===== config.mk =====
export PLATFORM = sky130hd
export DESIGN_NAME = modulo_mux_scan_n
export DESIGN_NICKNAME = d
export VERILOG_FILES = /design/src/rtl/modulo_mux_scan_n.sv
export SDC_FILE = /design/constraint.sdc
export NUM_CORES = 1
export LEC_CHECK = 0
export BUFFER_PORTS_ARGS = -buffer_cell sky130_fd_sc_hd__buf_2
export CAP_MARGIN = 10
export CORE_UTILIZATION = 51
export CTS_CLUSTER_DIAMETER = 100
export DETAILED_ROUTE_END_ITERATION = 10
export GPL_ROUTABILITY_DRIVEN = 0
export PLACE_DENSITY = 0.85
export SYNTH_ARGS = -nofsm -noshare
export SYNTH_HDL_FRONTEND = slang
export SYNTH_SLANG_ARGS = --single-unit

===== constraint.sdc =====
create_clock -name clk -period 2.5 [get_ports clk]
set_input_delay 0 -clock clk [delete_from_list [all_inputs] [get_ports clk]]
set_output_delay 0 -clock clk [all_outputs]
set_load 0.005 [all_outputs]

===== src/rtl/modulo_mux_scan_n.sv =====
// modulo_mux_scan_n
//   Parametrised CHANNELS-way, WIDTH-bit multiplexer with a registered output
//   and a valid/ready handshake. There are two operating modes:
//   - MANUAL: the channel is chosen by sel_in.
//   - SCAN: channels are visited round-robin, with DWELL cycles spent on each.
//   A new sample is captured only when the output slot is free, so a sample
//   that is waiting for the consumer is never overwritten.
//
// Optional feature:
//   MUX_CH_MASK_EN adds a ch_mask input (1 = channel enabled).
//   - SCAN skips masked channels.
//   - A MANUAL select of a masked channel is reported as a select error.
//
// Ports:
//   clk, rst_n      clock (rising edge); asynchronous active-low reset
//   data_in         channel k occupies bits [k*WIDTH +: WIDTH]
//   enable, mode    enable=0 -> idle; mode=0 -> MANUAL, mode=1 -> SCAN
//   sel_in          channel select, used in MANUAL mode only
//   ch_mask         per-channel enable (only with MUX_CH_MASK_EN)
//   out_ready       consumer accepts the sample when out_valid & out_ready
//   out_data        captured sample
//   out_sel         channel index of out_data
//   out_valid       out_data/out_sel hold a sample not yet accepted
//   sel_err         one-cycle pulse after a MANUAL capture with a bad select
module modulo_mux_scan_n #(
  parameter int WIDTH    = 1,
  parameter int CHANNELS = 8,
  parameter int SEL_W    = 3,
  parameter int DWELL    = 4
) (
  input  logic                      clk,
  input  logic                      rst_n,
  input  logic [CHANNELS*WIDTH-1:0] data_in,
  input  logic                      enable,
  input  logic                      mode,
  input  logic [SEL_W-1:0]          sel_in,
`ifdef MUX_CH_MASK_EN
  input  logic [CHANNELS-1:0]       ch_mask,
`endif
  input  logic                      out_ready,
  output logic [WIDTH-1:0]          out_data,
  output logic [SEL_W-1:0]          out_sel,
  output logic                      out_valid,
  output logic                      sel_err
);

  localparam int PTR_W = (CHANNELS > 1) ? $clog2(CHANNELS) : 1;
  localparam int DW_W  = (DWELL > 1) ? $clog2(DWELL) : 1;
  localparam logic [DW_W-1:0] DW_LAST = DW_W'(DWELL - 1);

  typedef enum logic [1:0] {ST_IDLE, ST_MANUAL, ST_SCAN} state_t;

  state_t              state_q, state_d;
  logic [PTR_W-1:0]    ptr_q, ptr_d;
  logic [DW_W-1:0]     dwell_q, dwell_d;
  logic [WIDTH-1:0]    out_data_q, out_data_d;
  logic [SEL_W-1:0]    out_sel_q, out_sel_d;
  logic                out_valid_q, out_valid_d;
  logic                sel_err_q, sel_err_d;

  logic [CHANNELS-1:0] ch_en;
  logic                free;
  logic                sel_ok;
  logic [PTR_W:0]      scan_hit;
  logic [PTR_W:0]      next_hit;

`ifdef MUX_CH_MASK_EN
  assign ch_en = ch_mask;
`else
  assign ch_en = '1;
`endif

  // Select one channel of the packed input bus by integer index.
  function automatic logic [WIDTH-1:0] pick(input logic [CHANNELS*WIDTH-1:0] d,
                                            input int idx);
    logic [WIDTH-1:0] r;
    r = '0;
    for (int k = 0; k < CHANNELS; k++) begin
      if (k == idx) r = d[k*WIDTH +: WIDTH];
    end
    return r;
  endfunction

  // First enabled channel at or after 'start', wrapping around.
  // The MSB of the result is the found flag; the low bits hold the index.
  // The loop runs backwards, so the candidate closest to 'start' is the one
  // written last and therefore wins.
  function automatic logic [PTR_W:0] find_en(input int start,
                                             input logic [CHANNELS-1:0] en);
    logic [PTR_W:0] r;
    int j;
    r = '0;
    for (int i = CHANNELS - 1; i >= 0; i--) begin
      j = (start + i) % CHANNELS;
      if (en[j]) r = {1'b1, PTR_W'(j)};
    end
    return r;
  endfunction

  // A MANUAL select is good only if it names an existing, enabled channel.
  always_comb begin
    sel_ok = 1'b0;
    for (int k = 0; k < CHANNELS; k++) begin
      if ((int'(sel_in) == k) && ch_en[k]) sel_ok = 1'b1;
    end
  end

  // Next-state and datapath logic.
  // Captures are decided by the current state, so a mode change only takes
  // effect from the following edge.
  always_comb begin
    state_d     = state_q;
    ptr_d       = ptr_q;
    dwell_d     = dwell_q;
    out_data_d  = out_data_q;
    out_sel_d   = out_sel_q;
    out_valid_d = out_valid_q;
    sel_err_d   = 1'b0;

    free     = !out_valid_q || out_ready;
    scan_hit = find_en(int'(ptr_q), ch_en);
    next_hit = find_en((int'(scan_hit[PTR_W-1:0]) + 1) % CHANNELS, ch_en);

    // An accepted sample leaves the slot; a capture below refills it.
    if (out_valid_q && out_ready) out_valid_d = 1'b0;

    unique case (state_q)
      ST_MANUAL: begin
        if (free) begin
          out_valid_d = 1'b1;
          out_sel_d   = sel_in;
          if (sel_ok) begin
            out_data_d = pick(data_in, int'(sel_in));
          end else begin
            out_data_d = '0;
            sel_err_d  = 1'b1;
          end
        end
      end
      ST_SCAN: begin
        // At the end of the dwell the counter and pointer freeze until the
        // slot is free, so no channel is skipped while the consumer stalls.
        if (dwell_q != DW_LAST) begin
          dwell_d = dwell_q + 1'b1;
        end else if (free && scan_hit[PTR_W]) begin
          out_valid_d = 1'b1;
          out_data_d  = pick(data_in, int'(scan_hit[PTR_W-1:0]));
          out_sel_d   = SEL_W'(scan_hit[PTR_W-1:0]);
          ptr_d       = next_hit[PTR_W-1:0];
          dwell_d     = '0;
        end
      end
      default: ;
    endcase

    if (!enable)   state_d = ST_IDLE;
    else if (mode) state_d = ST_SCAN;
    else           state_d = ST_MANUAL;

    // Outside SCAN the scan position is parked at zero.
    // As a result, every entry into SCAN restarts at channel 0 with a full dwell.
    if (state_d != ST_SCAN) begin
      ptr_d   = '0;
      dwell_d = '0;
    end
  end

  always_ff @(posedge clk or negedge rst_n) begin
    if (!rst_n) begin
      state_q     <= ST_IDLE;
      ptr_q       <= '0;
      dwell_q     <= '0;
      out_data_q  <= '0;
      out_sel_q   <= '0;
      out_valid_q <= 1'b0;
      sel_err_q   <= 1'b0;
    end else begin
      state_q     <= state_d;
      ptr_q       <= ptr_d;
      dwell_q     <= dwell_d;
      out_data_q  <= out_data_d;
      out_sel_q   <= out_sel_d;
      out_valid_q <= out_valid_d;
      sel_err_q   <= sel_err_d;
    end
  end

  assign out_data  = out_data_q;
  assign out_sel   = out_sel_q;
  assign out_valid = out_valid_q;
  assign sel_err   = sel_err_q;

endmodule

==> impl_metrics.json <==
{
  "synth.distinct_cells": 31,
  "cts_htree_levels": 1,
  "clk_pin_slew_ns": 0.08,
  "grt_pass1_wl_mm": 2.97,
  "layout_common_cells": "buf_2, dfrtp_1, nor2_1, inv_1",
  "dieHeight_um": 43.9,
  "crit_type": "flip-flop to flip-flop",
  "pwr-share-seq_pct": 51.5,
  "reg2reg_from": "ptr_q[0]$_DFFE_PN0P_",
  "end_kind": "flip-flop",
  "drv_slew": 0,
  "whs_ns": 0.0414,
  "finalHoldViolCount": 0,
  "r2r_cells": 6,
  "max_freq_mhz": 599,
  "routed_wl_mm": 1.73,
  "finalSetupViolCount": 0,
  "grt_max_degree": 14,
  "cp.required_ns": 2.65,
  "die_area_um2": 1930,
  "crit_path_start_kind": "flip-flop",
  "ant_nets": 0,
  "p_int_uw": 335,
  "routed_via_density": 5.38,
  "syn_avg_cell_area_um2": 9.52,
  "violations": "design-rule violations",
  "cp.arrival_ns": 1.82,
  "synth-main-ff-cell": "dfrtp_1",
  "outcome": "finished with violations",
  "hold_class": "input pin to flip-flop",
  "worst-path-buf-inv": 1,
  "nFillCells": 124,
  "place.port_buffers": 21,
  "cp_slowest_cell": "dfrtp_1",
  "place_area_um2": 1000,
  "cts_root_buf": "clkbuf_4",
  "finalCritPeriodShare_pct": 66.8,
  "track_usage_pct": 21.6,
  "cp_max_fo": 5,
  "power.switching_uw": 124,
  "finalClockSkew_ns": 0.00454,
  "cp.depth": 6,
  "critPathMaxStageDelay_ns": 0.46,
  "clock_sinks": 13,
  "drive_gt1_share_pct": 25.0,
  "grt_pass1_vias": 732,
  "critical-path-top-delay-family": "compound AO/OA/AOI/OAI gates",
  "finalCriticalPeriod_ns": 1.67,
  "pwr-share-comb_pct": 20.3,
  "synth-seq-area-share_pct": 36.4,
  "die_w_um": 43.9,
  "sequential_cell_area_um2": 325,
  "cts_made_buffers": 3,
  "gr-total-overflow": 0,
  "dr.pass1.iters": 7,
  "p_sw_share_pct": 27.1,
  "hp-start": "enable",
  "crit_start": "ptr_q[0]$_DFFE_PN0P_",
  "initial_utilization_pct": 56.7,
  "setup_tns_ns": 0,
  "synthArstFlopShare_pct": 100,
  "syn_nets": 119,
  "grt_antenna_before_repair": 0,
  "dp_hpwl_mm": 1.37,
  "cts_resized": 0,
  "synthCells": 94,
  "whs_path_depth": 3,
  "synth_area_um2": 895,
  "cts_tree": "yes",
  "cellLeakagePower_nw": 0.517,
  "critical_path.most_common_cell": "o221ai_1",
  "ir_drop_mv": 0.379,
  "multi_input_area_um2": 513,
  "cp_cell_sequence": "inv_1, ha_1, a21oi_1, o221ai_1, a211oi_1, o221ai_1",
  "io_pins": 22,
  "layout_commonest_cell": "buf_2",
  "maxCapViolCount": 0,
  "p_per_area_nw_per_um2": 434,
  "cts_buffer_depth": 2,
  "num-nets-final": 146,
  "worst_skew_pair.late_latency_ns": 0.28,
  "yosys_warnings": 0,
  "pwr-share-clk_pct": 28.2,
  "synth_edf_count": 0,
  "final_area_um2": 1060,
  "fp.coreArea_um2": 1580,
  "vias": 732,
  "drcViolationCount": 1,
  "rows": 14,
  "rsz0062_at_grt": "no",
  "drt_iter0_markers": 17,
  "synth_seq_cells": 13,
  "syn_to_final_growth_pct": 18.3,
  "wl_per_cell_um": 12.7,
  "antenna-diode-count": 0
}
## path summary, 6_finish.rpt
check                                    endpoint  slack, ns
setup / recovery             out_data$_DFFE_PN0P_       0.83
hold / removal               state_q[1]$_DFF_PN0_       0.04
setup reg to reg             out_data$_DFFE_PN0P_       0.83
hold reg to reg            out_sel[1]$_DFFE_PN0P_       0.55
max in group asynchronous  out_sel[2]$_DFFE_PN0P_       2.15
min in group asynchronous  dwell_q[0]$_DFFE_PN0P_       0.13
## power groups by stage
stage / Clock [mW] / Combinational (mW) / Sequential, mW
after detailed placement: 0 / 0.0891 / 0.241
final: 0.130 / 0.0932 / 0.236
after CTS: 0.132 / 0.0933 / 0.237
after global placement: 0 / 0.0870 / 0.240
after floorplan: 0 / 0.0483 / 0.242
after global routing: 0.140 / 0.105 / 0.239
## layout make-up
type / instances / area share [%]
inverters: 10 / 3.55
clock inverters: 1 / 0.473
clock buffers: 3 / 2.13
repair buffers: 24 / 12.8
multi-input cells: 69 / 48.5
flip-flops and latches: 13 / 30.7
well taps: 16 / 1.89
## timing repair
item	in CTS	in global routing
buffers inserted	0	0
hold endpoints to repair	14	0
hold buffers	3	0
## worst min-delay path: cells and delay by family
kind,cells,cell delay (ns)
buf+inv,2,0.17
simple gates,1,0.13
## synth_stat cells (all sizes together) (3+ instances only)
library cell / instances / area share (%)
a211oi: 3 / 2.5
a21oi: 10 / 6.9
nand2b: 3 / 2.9
nand2: 5 / 2.4
inv: 10 / 4.2
dfrtp: 13 / 36
nor2: 13 / 6.3
mux2i: 8 / 9.0
ha: 9 / 13
## per-layer routing
| metal | wire length (um) | vias up | track usage, % |
|---|---|---|---|
| li1 | - | 370 | - |
| met1 | 725 | 338 | 23.9 |
| met2 | 888 | 21 | 40.3 |
| met4 | 10 | 0 | 3.64 |
| met3 | 106 | 3 | 7.50 |
| met5 | 0 | - | 0 |
## cells by family (layout without fill, tap and decap cells)
group / Yosys count / after routing / synth area share [%]
adder cells (fa/ha/maj): 9 / 9 / 12.6
flip-flops: 13 / 13 / 36.4
other: 1 / 1 / 0.419
buffers and inverters: 12 / 38 / 6.29
multiplexers: 9 / 9 / 10.6
AO/OA/AOI/OAI: 20 / 20 / 15.2
XOR/XNOR: 1 / 1 / 0.979
AND/OR/NAND/NOR: 29 / 29 / 17.5
## sequential cells by signal, indices dropped and copies added, names as in the netlist
signal     count
ptr_q          3
out_valid      1
out_sel        3
out_data       1
sel_err        1
dwell_q        2
state_q        2
## stage by stage
step                util [%]  power [mW]  cells  setup WS [ns]
detailed placement      63.5       0.330    129          0.866
global route            67.1       0.484    136          0.593
global placement        63.5       0.326    129          0.914
floorplan                  -       0.291     94           1.06
finish                  67.1       0.459    136          0.831
CTS                     67.1       0.463    136          0.850
(Power assumes the default switching activity.)
